===== src/rtl/alu.sv =====
// ---------------------------------------------------------------------------
// alu -- registered 8-bit arithmetic/logic unit, 16 operations.
//
// Operands and opcode are sampled on the rising clock edge. The result and
// carry flag appear one cycle later and hold until the next edge.
//
// Ports:
//   clock    in   1      rising-edge clock
//   reset    in   1      synchronous, active-low reset (clears both outputs)
//   A        in   WIDTH  operand A, unsigned
//   B        in   WIDTH  operand B, unsigned
//   ALU_Sel  in   4      operation select
//   ALU_Out  out  WIDTH  registered result
//   CarryOut out  1      registered carry, bit WIDTH of A+B for every opcode
//
// Build option:
//   ALU_DIV_EN  defined     -> opcode 3 is the unsigned quotient A/B,
//                              with B==0 returning all ones.
//               not defined -> there is no divider and opcode 3 returns zero.
// ---------------------------------------------------------------------------
module alu #(
   parameter int WIDTH = 8
) (
   input  logic             clock,
   input  logic             reset,
   input  logic [WIDTH-1:0] A,
   input  logic [WIDTH-1:0] B,
   input  logic [3:0]       ALU_Sel,
   output logic [WIDTH-1:0] ALU_Out,
   output logic             CarryOut
);

   logic [WIDTH:0]   w_sum;
   logic [WIDTH-1:0] w_prod;
   logic [WIDTH-1:0] w_quot;
   logic [WIDTH-1:0] w_result;
   logic [WIDTH-1:0] r_out_p1;
   logic             r_carry_p1;

   // The carry is always taken from the widened sum, whatever the opcode.
   assign w_sum  = {1'b0, A} + {1'b0, B};
   assign w_prod = A * B;

`ifdef ALU_DIV_EN
   // Divide by zero returns all ones so that every opcode has a defined result.
   assign w_quot = (B == '0) ? '1 : (A / B);
`else
   assign w_quot = '0;
`endif

   always_comb begin
      w_result = '0;
      case (ALU_Sel)
         4'h0:    w_result = w_sum[WIDTH-1:0];
         4'h1:    w_result = A - B;
         4'h2:    w_result = w_prod;
         4'h3:    w_result = w_quot;
         4'h4:    w_result = {A[WIDTH-2:0], 1'b0};
         4'h5:    w_result = {1'b0, A[WIDTH-1:1]};
         4'h6:    w_result = {A[WIDTH-2:0], A[WIDTH-1]};
         4'h7:    w_result = {A[0], A[WIDTH-1:1]};
         4'h8:    w_result = A & B;
         4'h9:    w_result = A | B;
         4'hA:    w_result = A ^ B;
         4'hB:    w_result = ~(A | B);
         4'hC:    w_result = ~(A & B);
         4'hD:    w_result = ~(A ^ B);
         4'hE:    w_result = (A > B)  ? WIDTH'(1) : '0;
         4'hF:    w_result = (A == B) ? WIDTH'(1) : '0;
         default: w_result = '0;
      endcase
   end

   // Stage p1: output register.
   always_ff @(posedge clock) begin
      if (!reset) begin
         r_out_p1   <= '0;
         r_carry_p1 <= 1'b0;
      end else begin
         r_out_p1   <= w_result;
         r_carry_p1 <= w_sum[WIDTH];
      end
   end

   assign ALU_Out  = r_out_p1;
   assign CarryOut = r_carry_p1;

endmodule


===== config.mk =====
export PLATFORM = sky130hd
export DESIGN_NAME = alu
export DESIGN_NICKNAME = d
export VERILOG_FILES = /design/src/rtl/alu.sv
export SDC_FILE = /design/constraint.sdc
export NUM_CORES = 1
export LEC_CHECK = 0
export ABC_AREA = 1
export CAP_MARGIN = 5
export CORE_MARGIN = 2
export CORE_UTILIZATION = 50
export DETAILED_ROUTE_END_ITERATION = 8
export PLACE_DENSITY_LB_ADDON = 0.05
export SYNTH_ARGS = -nofsm -noshare
export SYNTH_HDL_FRONTEND = slang
export SYNTH_SLANG_ARGS = --single-unit

===== constraint.sdc =====
create_clock -name clock -period 5.8 [get_ports clock]
set_input_delay 1.45 -clock clock [delete_from_list [all_inputs] [get_ports clock]]
set_output_delay 1.45 -clock clock [all_outputs]
set_load 0.01 [all_outputs]

### Yosys cells after proc, flatten, opt, wreduce, memory -nomap -nowiden

Index checks and enable logic that the tools add are counted.
Widths: inputs -> output; s select.

| storage, ports and cells | value |
|---|---|
| register bits | 9 |

| operators by class | value |
|---|---|
| add/subtract/negate cells | 2 |
| $mul | 1 |
| order comparisons | 1 |
| equal/unequal tests | 16 |
| mux-type cells | 3 |
| bitwise logic cells | 6 |
| reduce and logical (&&, ||, !) cells | 1 |

Operator list:

| operator | number |
|---|---|
| $pmux 8 s16 | 1 |
| $eq 4x4->1 const B | 8 |
| $not 8->8 | 3 |
| $eq 4x3->1 const B | 4 |
| $add 8x8->9 | 1 |
| $and 8x8->8 | 1 |
| $eq 4x2->1 const B | 2 |
| $eq 8x8->1 | 1 |
| $gt 8x8->1 | 1 |
| $mul 8x8->8 | 1 |
| $or 8x8->8 | 1 |
| $sub 8x8->8 | 1 |
| $xor 8x8->8 | 1 |
| $eq 4x1->1 const B | 1 |
| $logic_not 4->1 | 1 |
| $mux 1 | 2 |

### Longest topological paths before layout

Gate-level depths: netlist of run 1.

| logic depth | value |
|---|---|
| word-level depth | 3 |
| gate-level depth with buffers | 24 |

### Worst setup path after synthesis of run 1

OpenSTA, ideal clock, no wires.

| timing | value |
|---|---|
| path type | input to register |
| from | in A[2] |
| to | reg r_out_p1[7], in the netlist ALU_Out[7] |
| setup time | 0.109 ns |
| data arrival time | 4.690 ns |
| slack | 1.002 ns |
| cell stages on the path | 17 |
| buffers on the path | 1 |
| path through | buf_2 -> nand2_1 -> fa_1 -> fa_1 -> inv_1 -> fa_1 -> inv_1 -> fa_1 -> inv_1 -> ha_1 -> a21o_1 -> a31oi_1 -> nand3_1 -> nand3_1 -> nand3_1 -> nand2_1 -> inv_1 |

| on the way | value |
|---|---|
| word-level cells in the longest chain between the ends | 2 |
| elaborated cells between the ends (all ways) | 4 |
| classes of those cells | 2 x add/sub; 1 x mul; 1 x mux |

RTL lines:

| what | RTL line | RTL |
|---|---|---|
| start, declared | 26 | `input logic [WIDTH-1:0] A,` |
| $mul 8x8->8 (tied with other cells) | 42 | `assign w_prod = A * B;` |
| $pmux 8 s16 (*) | 53 | `case (ALU_Sel)` |
| end signal, assigned | 80 | `r_out_p1 <= w_result;` |
| end, declared | 37 | `logic [WIDTH-1:0] r_out_p1;` |

Every way passes the cells marked *; elsewhere a longest branch is shown, timed or not.
A chain may end at the register's enable or synchronous reset.

### Worst setup path in the final report of run 1

| timing | value |
|---|---|
| from | in B[2] |
| to | reg r_out_p1[6], in the netlist ALU_Out[6] |

| on the way | value |
|---|---|
| word-level cells in the longest chain between the ends | 2 |
| elaborated cells between the ends (all ways) | 4 |
| classes of those cells | 2 x add/sub; 1 x mul; 1 x mux |

RTL lines:

| what | RTL line | RTL |
|---|---|---|
| start, declared | 27 | `input logic [WIDTH-1:0] B,` |
| $mul 8x8->8 (tied with other cells) | 42 |  |
| $pmux 8 s16 (*) | 53 |  |

Marks and branches as above.

==> flow_metrics.py, run 1 <==
metrics = {
    "finish": {
        "diodes": 0,
        "final_area_mm2": 0.00314,
        "drive_gt1_share_pct": 3.96,
        "layout_commonest_cell": "nand2_1",
        "final_cell_mix": "nand2_1 (119), inv_1 (108), ha_1 (40), nand3_1 (32)",
        "syn2layout_area_growth_pct": 14.9,
        "finish.utilization_pct": 60.6,
        "fin_nets": 557,
        "nFillCells": 517,
        "finalNonFillerCells": 550,
    },
    "route": {
        "drt_wl_total_um": 8000,
        "drt_iter0_markers": 318,
        "drt_pre_antenna_iters": 5,
        "drc": 0,
        "vias": 3027,
        "wl_per_cell_um": 14.5,
        "final_antenna_net_count": 0,
        "via_per_inst": 5.50,
    },
    "placed_design": {
        "postPlaceCellArea_mm2": 0.00309,
        "gp_congestion": 0.960,
        "dp.cells": 546,
        "dpl.hpwl_um": 6510,
        "portBuffers": 30,
    },
    "grt": {
        "grtUsageTotal_pct": 27.7,
        "grt_max_degree": 12,
        "grt_remaining_overflow": 0,
        "antenna_found_initial": 0,
        "grt_pass1_vias": 2833,
        "grt_pass1_wl_um": 13500,
    },
    "worst_setup_path": {
        "critPathBufInv": 5,
        "worstPathRequired_ns": 5.92,
        "crit_family": "adder cells",
        "critPathMostFrequentCell": "inv_1",
        "slowest_delay_ns": 0.64,
        "cp.arrival_ns": 5.52,
        "start_kind": "input port",
        "startpoint": "B[2]",
        "critPathCaptureType": "flip-flop",
        "path_cells": "clkdlybuf4s50_1 -> ha_1 -> inv_1 -> fa_1 -> inv_1 -> fa_1 -> ha_1 -> inv_1 -> fa_1 -> inv_1 -> ha_1 -> nand3_1 -> nand3_1 -> o21ai_0 -> nand4_1 -> nor2_1 -> nor2_1",
        "critPathMaxFanout": 8,
        "critical-path-slowest-cell": "clkdlybuf4s50_1",
        "crit_type": "input port to flip-flop",
    },
    "sta": {
        "slew_violations": 0,
        "period_minus_slack_ns": 5.40,
        "hold_viol": 0,
        "fin_setup_tns_ns": 0,
        "rsz0062_at_grt": "false",
        "period_share_pct": 93.0,
        "finalSetupViolCount": 0,
        "fmax_ghz": 0.185,
        "maxSlewHeadroom_pct": 67.0,
        "tightest_slew_ns": 0.494,
    },
    "flow_run": {
        "drv_cap": 0,
    },
    "synthesis": {
        "ys_ff_latch": 9,
        "synth_top_family_by_area": "simple AND/OR/NAND/NOR gates",
        "syn_area_per_cell_um2": 6.05,
        "synth_compound_area_share_pct": 12.5,
        "seq_area_frac_synth_pct": 6.60,
        "syn_inst": 451,
        "syn-num-nets": 527,
        "synthMuxAreaShare_pct": 0,
        "synth_cell_types": 35,
        "synthAdderAreaFrac_pct": 28.6,
        "synth_area_leader_cell": "ha_1",
        "synth.area.top_cells": "ha_1 (18%), nand2_1 (16%), inv_1 (15%), fa_1 (10%), dfxtp_1 (6.6%)",
        "yosysWarnings": 0,
        "synth-xor-area-share_pct": 2.25,
        "synthesis.area_mm2": 0.00273,
        "yosys.area_share.simple_pct": 32.8,
        "synth_top_area_share_pct": 18.3,
    },
    "power": {
        "p_sw_share_pct": 47.2,
        "pwr-share-comb_pct": 67.9,
        "switchingPower_uw": 210,
        "cellLeakagePower_uw": 0.00182,
        "ir_worst_vdd_mv": 0.0838,
        "clkPwrFrac_pct": 16.3,
        "internal_power_uw": 235,
        "pwr-share-seq_pct": 15.8,
        "powerDensity_mw_per_mm2": 142,
    },
    "clock_network": {
        "cts_made_buffers": 3,
        "cts.clk_slew.worst_paths_ns": 0.05,
        "root_buffer": "clkbuf_8",
        "cts_resized": 0,
        "cts_buffer_depth": 2,
        "post_cts_buffers": 0,
        "cts_tree": "done",
        "clock-sinks": 9,
        "postCtsHoldBufs": 0,
        "h-tree-depth": 1,
    },
    "hold_path": {
        "hp-class": "input port to flip-flop",
        "min_from": "reset",
    },
    "die": {
        "die_area_mm2": 0.00606,
        "start_util_pct": 52.8,
        "core_area_mm2": 0.00517,
        "row_count": 26,
        "io_pins": 31,
        "die_width_um": 77.9,
        "die_height_um": 77.9,
    },
    "run_status": {
        "status": "finished clean",
    },
}
cell type report:
class                      instances  area (um^2)  area share (%)
timing repair buffer              34          330            10.5
multi-input combinational        322         2080            66.2
sequential                         9          180            5.74
tap                               70         87.6            2.79
clock buffer                       4         45.0            1.44
inverter                         111          417            13.3
routing by layer:
| metal | up-vias | GRT usage, % | share of wire (%) |
|---|---|---|---|
| met3 | 20 | 3.60 | 9.5 |
| met5 | - | 0 | 0 |
| li1 | 1471 | - | - |
| met4 | 0 | 5.71 | 2.0 |
| met1 | 1385 | 39.7 | 44 |
| met2 | 151 | 44.5 | 44 |
power by group through the flow:
stage / Sequential, uW / Combinational [uW] / Clock (uW)
after floorplan: 74.5 / 201 / 0
after global placement: 70.9 / 291 / 0
after detailed placement: 71.4 / 297 / 0
after CTS: 70.4 / 300 / 74.3
after global routing: 70.8 / 346 / 78.1
final: 70.2 / 302 / 72.8
sequential cells by signal, indices dropped and copies added (netlist names):
register / count
ALU_Out: 8
CarryOut: 1
cell families (layout without fill, tap and decap cells):
| group | after synthesis | after routing |
|---|---|---|
| adder cells (fa/ha/maj) | 54 | 54 |
| AND/OR/NAND/NOR | 205 | 205 |
| buffers and inverters | 120 | 149 |
| flip-flops | 9 | 9 |
| XOR/XNOR | 7 | 7 |
| AO/OA/AOI/OAI | 56 | 56 |
final timing paths:
kind / end / slack [ns] / cells past startpoint
setup / recovery: ALU_Out[6] / 0.40 / 17
hold / removal: ALU_Out[7] / 1.85 / 3
synthesized netlist by cell type:
cell type / n
o221ai_1: 1
a31oi_1: 1
clkbuf_2: 1
and2_1: 1
nor2_1: 30
dfxtp_1: 9
inv_1: 108
nor2_4: 2
or2_2: 1
ha_1: 40
nand2_2: 1
nand2_4: 2
xnor2_1: 3
buf_4: 4
nor3_4: 1
xor2_1: 4
a21boi_1: 1
o21ai_1: 5
a21oi_1: 14
nor2_2: 1
o2111ai_1: 4
nand3_1: 32
nand2_1: 119
nand4_1: 6
a221oi_1: 3
o22ai_2: 1
a41oi_1: 1
inv_2: 3
o22ai_1: 10
buf_2: 4
a21o_1: 1
fa_1: 14
nor3_1: 4
o21ai_0: 14
nor4_1: 5
through the flow:
step | hold slack [ns] | setup WS (ns) | power [uW]
after floorplan | 1.55 | 1.00 | 275
after global placement | 2.08 | 0.220 | 362
final | 1.85 | 0.404 | 445
after global routing | 1.88 | 0.191 | 494
after CTS | 1.84 | 0.412 | 444
after detailed placement | 2.08 | 0.191 | 368
Note: power is estimated with default switching activity, not from simulation.
==> inputs of run 2 (changes only) <==
--- a/config.mk
+++ b/config.mk
@@ -11,6 +11,7 @@
 export CORE_UTILIZATION = 50
 export DETAILED_ROUTE_END_ITERATION = 8
 export PLACE_DENSITY_LB_ADDON = 0.05
+export SETUP_SLACK_MARGIN = 0.4
 export SYNTH_ARGS = -nofsm -noshare
 export SYNTH_HDL_FRONTEND = slang
 export SYNTH_SLANG_ARGS = --single-unit
==> constraint.sdc (replaced) <==
create_clock -name clock -period 5.44 [get_ports clock]
set_input_delay 1.36 -clock clock [delete_from_list [all_inputs] [get_ports clock]]
set_output_delay 1.36 -clock clock [all_outputs]
set_load 0.01 [all_outputs]
==> run 2 against run 1 <==
Compared with the run above:
- sequential power increased by 6.3%
- cell count up 1.8%
- setup slack improved by 0.18 ns
- critical path depth rose by 1
- routed wire length rose by 2.3%
- critical path type unchanged
==> flow_metrics.py, run 2 (synthesis gave the netlist of run 1 again) <==
metrics = {
    "route": {
        "via_per_inst": 5.36,
        "drt_iter0_markers": 319,
        "vias": 3001,
        "wl_per_cell_um": 14.6,
        "drc": 0,
        "drt_pre_antenna_iters": 5,
        "final_antenna_net_count": 0,
        "drt_wl_total_um": 8190,
    },
    "finish": {
        "final_cell_mix": "nand2_1 (119), inv_1 (108), ha_1 (37), nand3_1 (31), nor2_1 (30)",
        "drive_gt1_share_pct": 6.94,
        "largest_reg_flops": 8,
        "fin_nets": 567,
        "layout_commonest_cell": "nand2_1",
        "diodes": 0,
        "final_area_mm2": 0.00324,
        "syn2layout_area_growth_pct": 18.9,
    },
    "sta": {
        "period_minus_slack_ns": 4.86,
        "finalSetupViolCount": 0,
        "fin_setup_tns_ns": 0,
        "period_share_pct": 89.4,
        "fmax_ghz": 0.206,
        "slew_violations": 0,
        "hold_viol": 0,
        "rsz0062_at_grt": "false",
        "tightest_slew_ns": 0.444,
        "maxSlewHeadroom_pct": 70.1,
    },
    "worst_setup_path": {
        "path_cells": "clkdlybuf4s50_1 -> buf_4 -> nand2_1 -> inv_1 -> fa_1 -> ha_4 -> fa_1 -> inv_1 -> fa_1 -> inv_1 -> ha_4 -> a21o_1 -> a31oi_1 -> nand3_1 -> nand3_2 -> nand3_1 -> nand2_1 -> inv_1",
        "critPathCaptureType": "flip-flop",
        "start_kind": "input port",
        "critPathMostFrequentCell": "inv_1",
        "cp.arrival_ns": 4.99,
        "critical-path-slowest-cell": "fa_1",
        "worstPathRequired_ns": 5.57,
        "slowest_delay_ns": 0.54,
        "critPathMaxFanout": 5,
        "crit_type": "input port to flip-flop",
    },
    "grt": {
        "grt_pass1_wl_um": 13600,
        "grt_max_degree": 11,
        "grt_remaining_overflow": 0,
        "antenna_found_initial": 0,
        "grt_pass1_vias": 2836,
        "grtUsageTotal_pct": 28.2,
    },
    "run_status": {
        "status": "finished clean",
    },
    "die": {
        "io_pins": 31,
        "row_count": 26,
        "die_height_um": 77.9,
        "die_area_mm2": 0.00606,
        "start_util_pct": 52.8,
        "core_area_mm2": 0.00517,
        "die_width_um": 77.9,
    },
    "clock_network": {
        "cts.clk_slew.worst_paths_ns": 0.04,
        "clock-sinks": 9,
        "post_cts_buffers": 0,
        "root_buffer": "clkbuf_8",
        "postCtsHoldBufs": 0,
        "cts_tree": "done",
        "cts_made_buffers": 3,
        "cts_buffer_depth": 2,
        "h-tree-depth": 1,
    },
    "power": {
        "cellLeakagePower_uw": 0.00188,
        "ir_worst_vdd_mv": 0.0929,
        "powerDensity_mw_per_mm2": 150,
    },
    "placed_design": {
        "portBuffers": 30,
        "postPlaceCellArea_mm2": 0.00317,
        "gp_congestion": 1.02,
        "dpl.hpwl_um": 6790,
    },
    "flow_run": {
        "drv_cap": 0,
    },
    "hold_path": {
        "hp-class": "input port to flip-flop",
    },
}
[run 2: cell types whose count changed in the layout (fill, tap and decap cells not counted), sizes merged]
| cell | previous run | this run |
|---|---|---|
| clkdlybuf4s50 | 30 | 25 |
| dlygate4sd2 | 0 | 4 |
| dlymetal6s2s | 0 | 1 |
| buf | 4 | 14 |
[run 2: critical path: cells and delay by family]
family,cells,cell delay [ns]
buffers and inverters,6,0.81
AO/OA/AOI/OAI,2,0.35
AND/OR/NAND/NOR,5,0.41
adder cells (fa/ha/maj),5,2.06
[run 2: area by class of cell]
type,count,area (um^2)
multi-input combinational,322,2110
fill,531,1930
inverter,111,417
timing repair buffer,44,403
sequential,9,180
tap,70,87.6
clock buffer,4,45.0
[run 2: metal layers]
layer | part of all wire (%) | up-vias | wire [um] | global-route usage (%)
met5 | 0 | - | 0 | 0
met4 | 1.3 | 0 | 104 | 6.96
met2 | 45 | 132 | 3650 | 44.6
met3 | 9.6 | 11 | 783 | 3.60
li1 | - | 1492 | - | -
met1 | 45 | 1366 | 3650 | 40.4
[run 2: path summary, 6_finish.rpt]
path,from,to,slack (ns),depth (start not counted)
worst min-delay path,reset,ALU_Out[7],1.79,3
worst max-delay path,B[4],ALU_Out[7],0.58,18
[run 2: what timing repair did]
| item | CTS | global route |
|---|---|---|
| resized for setup | 4 | 6 |
| pin swaps | 0 | 2 |
| setup endpoints to repair | 1 | 1 |
[run 2: metrics by stage]
step / power, uW / std cells / hold WS [ns] / setup slack (ns) / util, %
5_1_grt: 540 / 560 / 1.83 / 0.401 / 62.7
3_5_place_dp: 394 / 556 / 2.04 / 0.0774 / 61.2
3_3_place_gp: 389 / 556 / 2.04 / 0.139 / 61.2
4_1_cts: 472 / 560 / 1.79 / 0.403 / 62.0
2_1_floorplan: 293 / 451 / 1.46 / 0.732 / -
6_report: 486 / 560 / 1.79 / 0.579 / 62.7
[run 2: power by group]
group | leakage [uW] | internal, uW | switching [uW]
Clock | 0.0000228 | 50.9 | 25.1
Combinational | 0.00178 | 136 | 200
Sequential | 0.0000744 | 73.0 | 1.55
Total | 0.00188 | 260 | 226
==> inputs of run 3 (changes only) <==
--- a/config.mk
+++ b/config.mk
@@ -7,8 +7,10 @@
 export LEC_CHECK = 0
 export ABC_AREA = 1
 export CAP_MARGIN = 5
+export CELL_PAD_IN_SITES_DETAIL_PLACEMENT = 1
+export CELL_PAD_IN_SITES_GLOBAL_PLACEMENT = 1
 export CORE_MARGIN = 2
-export CORE_UTILIZATION = 50
+export CORE_UTILIZATION = 40
 export DETAILED_ROUTE_END_ITERATION = 8
 export PLACE_DENSITY_LB_ADDON = 0.05
 export SETUP_SLACK_MARGIN = 0.4
==> run 3 against run 2 <==
Compared with the run above:
- cell area is 1.6% higher
- cell count is 2.3% higher
- first-iteration DRC count is 46% lower
- sequential power hardly changed
- global-route usage is 1.6 points lower
- sequential share of layout area is 0.086 points lower
- critical path depth is 1 lower
- flip-flop and latch count stayed put
- die area is 24% higher
- hold slack better by 0.014 ns
- core utilization is 13 points lower
- routed wire length is 18% higher
- largest cell class unchanged
- highest routed layer unchanged
==> flow_metrics.py, run 3 (synthesis gave the netlist of run 1 again) <==
metrics = {
    "power": {
        "ir_worst_vdd_mv": 0.0551,
        "switchingPower_uw": 237,
        "pwr-share-seq_pct": 14.7,
        "powerDensity_mw_per_mm2": 153,
        "p_total_uw": 505,
        "p_sw_share_pct": 46.9,
        "cellLeakagePower_uw": 0.00192,
        "pwr-share-comb_pct": 70.1,
        "clkPwrFrac_pct": 15.2,
        "internal_power_uw": 269,
    },
    "finish": {
        "drive_gt1_share_pct": 7.71,
        "finish.utilization_pct": 49.3,
        "nFillCells": 933,
        "syn2layout_area_growth_pct": 20.8,
        "final_cell_mix": "nand2_1 (119), inv_1 (108), ha_1 (37), nand3_1 (31), nor2_1 (30)",
        "diodes": 0,
        "layout_commonest_cell": "nand2_1",
        "largest_reg_flops": 8,
        "fin_nets": 570,
    },
    "sta": {
        "slew_violations": 0,
        "setup_slack_ns": 0.592,
        "fmax_ghz": 0.206,
        "rsz0062_at_grt": "false",
        "period_minus_slack_ns": 4.85,
        "maxSlewHeadroom_pct": 68.1,
        "fin_setup_tns_ns": 0,
        "period_share_pct": 89.1,
        "tightest_slew_ns": 0.477,
        "finalSetupViolCount": 0,
        "hold_viol": 0,
    },
    "placed_design": {
        "portBuffers": 30,
        "dp_slack_ns": 0.0485,
        "dpl.hpwl_um": 8070,
        "gp_congestion": 0.913,
    },
    "clock_network": {
        "postCtsHoldBufs": 0,
        "root_buffer": "clkbuf_8",
        "cts.clk_slew.worst_paths_ns": 0.04,
        "cts_buffer_depth": 2,
        "cts_made_buffers": 3,
        "clock-sinks": 9,
        "h-tree-depth": 1,
        "cts_tree": "done",
    },
    "grt": {
        "grt_pass1_wl_um": 15600,
        "grt_remaining_overflow": 0,
        "grt_pass1_vias": 3167,
        "grtUsageTotal_pct": 26.6,
        "antenna_found_initial": 0,
        "grt_max_degree": 11,
    },
    "worst_setup_path": {
        "critPathCaptureType": "flip-flop",
        "critPathMaxFanout": 5,
        "start_kind": "input port",
        "crit_type": "input port to flip-flop",
        "cp.arrival_ns": 4.96,
        "worstPathRequired_ns": 5.55,
    },
    "die": {
        "die_height_um": 86.6,
        "io_pins": 31,
        "row_count": 30,
        "die_width_um": 86.6,
        "start_util_pct": 40.8,
        "core_area_mm2": 0.00668,
        "die_area_mm2": 0.00750,
    },
    "run_status": {
        "status": "finished clean",
    },
    "route": {
        "drc": 0,
        "final_antenna_net_count": 0,
        "drt_pre_antenna_iters": 4,
        "vias": 3075,
        "drt_iter0_markers": 171,
        "drt_wl_total_um": 9620,
        "via_per_inst": 5.37,
        "wl_per_cell_um": 16.8,
    },
    "flow_run": {
        "drv_cap": 0,
    },
    "hold_path": {
        "hp-class": "input port to flip-flop",
    },
}
[run 3: power groups by stage]
stage               Combinational, uW  Sequential (uW)  Clock [uW]
finish                            354             74.5        76.6
global route                      404             74.9        82.9
CTS                               350             74.6        78.3
detailed placement                336             75.8           0
global placement                  323             75.5           0
floorplan                         214             79.4           0
[run 3: cell type report]
class	count	area (um^2)	share of cell area, %
Multi-Input combinational cell	322	2120	64.3
Sequential cell	9	180	5.47
Tap cell	80	100	3.04
Inverter	111	417	12.6
Timing Repair Buffer	47	435	13.2
Clock buffer	4	45.0	1.37
[run 3: timing repair]
item,in CTS,in global routing
setup buffers,0,0
endpoints found under the setup margin,1,4
pin swaps,0,3
resized for setup,4,8
[run 3: stage by stage]
stage	instance area (um^2)	hold slack, ns	cells
detailed placement	3200	2.04	569
floorplan	2730	1.46	451
CTS	3260	1.80	573
finish	3300	1.81	573
global placement	3200	2.05	569
global route	3300	1.83	573
[run 3: final timing paths]
| kind | slack [ns] | depth (start not counted) | start | end |
|---|---|---|---|---|
| worst min-delay path | 1.81 | 3 | reset | ALU_Out[7] |
| worst max-delay path | 0.59 | 17 | B[4] | ALU_Out[6] |
[run 3: per-layer routing]
layer / wire, um / track usage [%]
met2: 4960 / 50.1
met1: 4160 / 32.5
met5: 0 / 0
met4: 217 / 7.53
met3: 288 / 1.24
[run 3: worst max-delay path: stages]
cell             delay [ns]
clkdlybuf4s50_1        0.48
buf_4                  0.15
nand2_1                0.07
fa_1                   0.40
inv_1                  0.09
fa_1                   0.40
ha_1                   0.29
inv_1                  0.05
fa_1                   0.52
inv_1                  0.04
ha_1                   0.34
nand3_1                0.11
nand3_1                0.10
o21ai_0                0.26
nand4_1                0.13
nor2_1                 0.12
nor2_1                 0.05
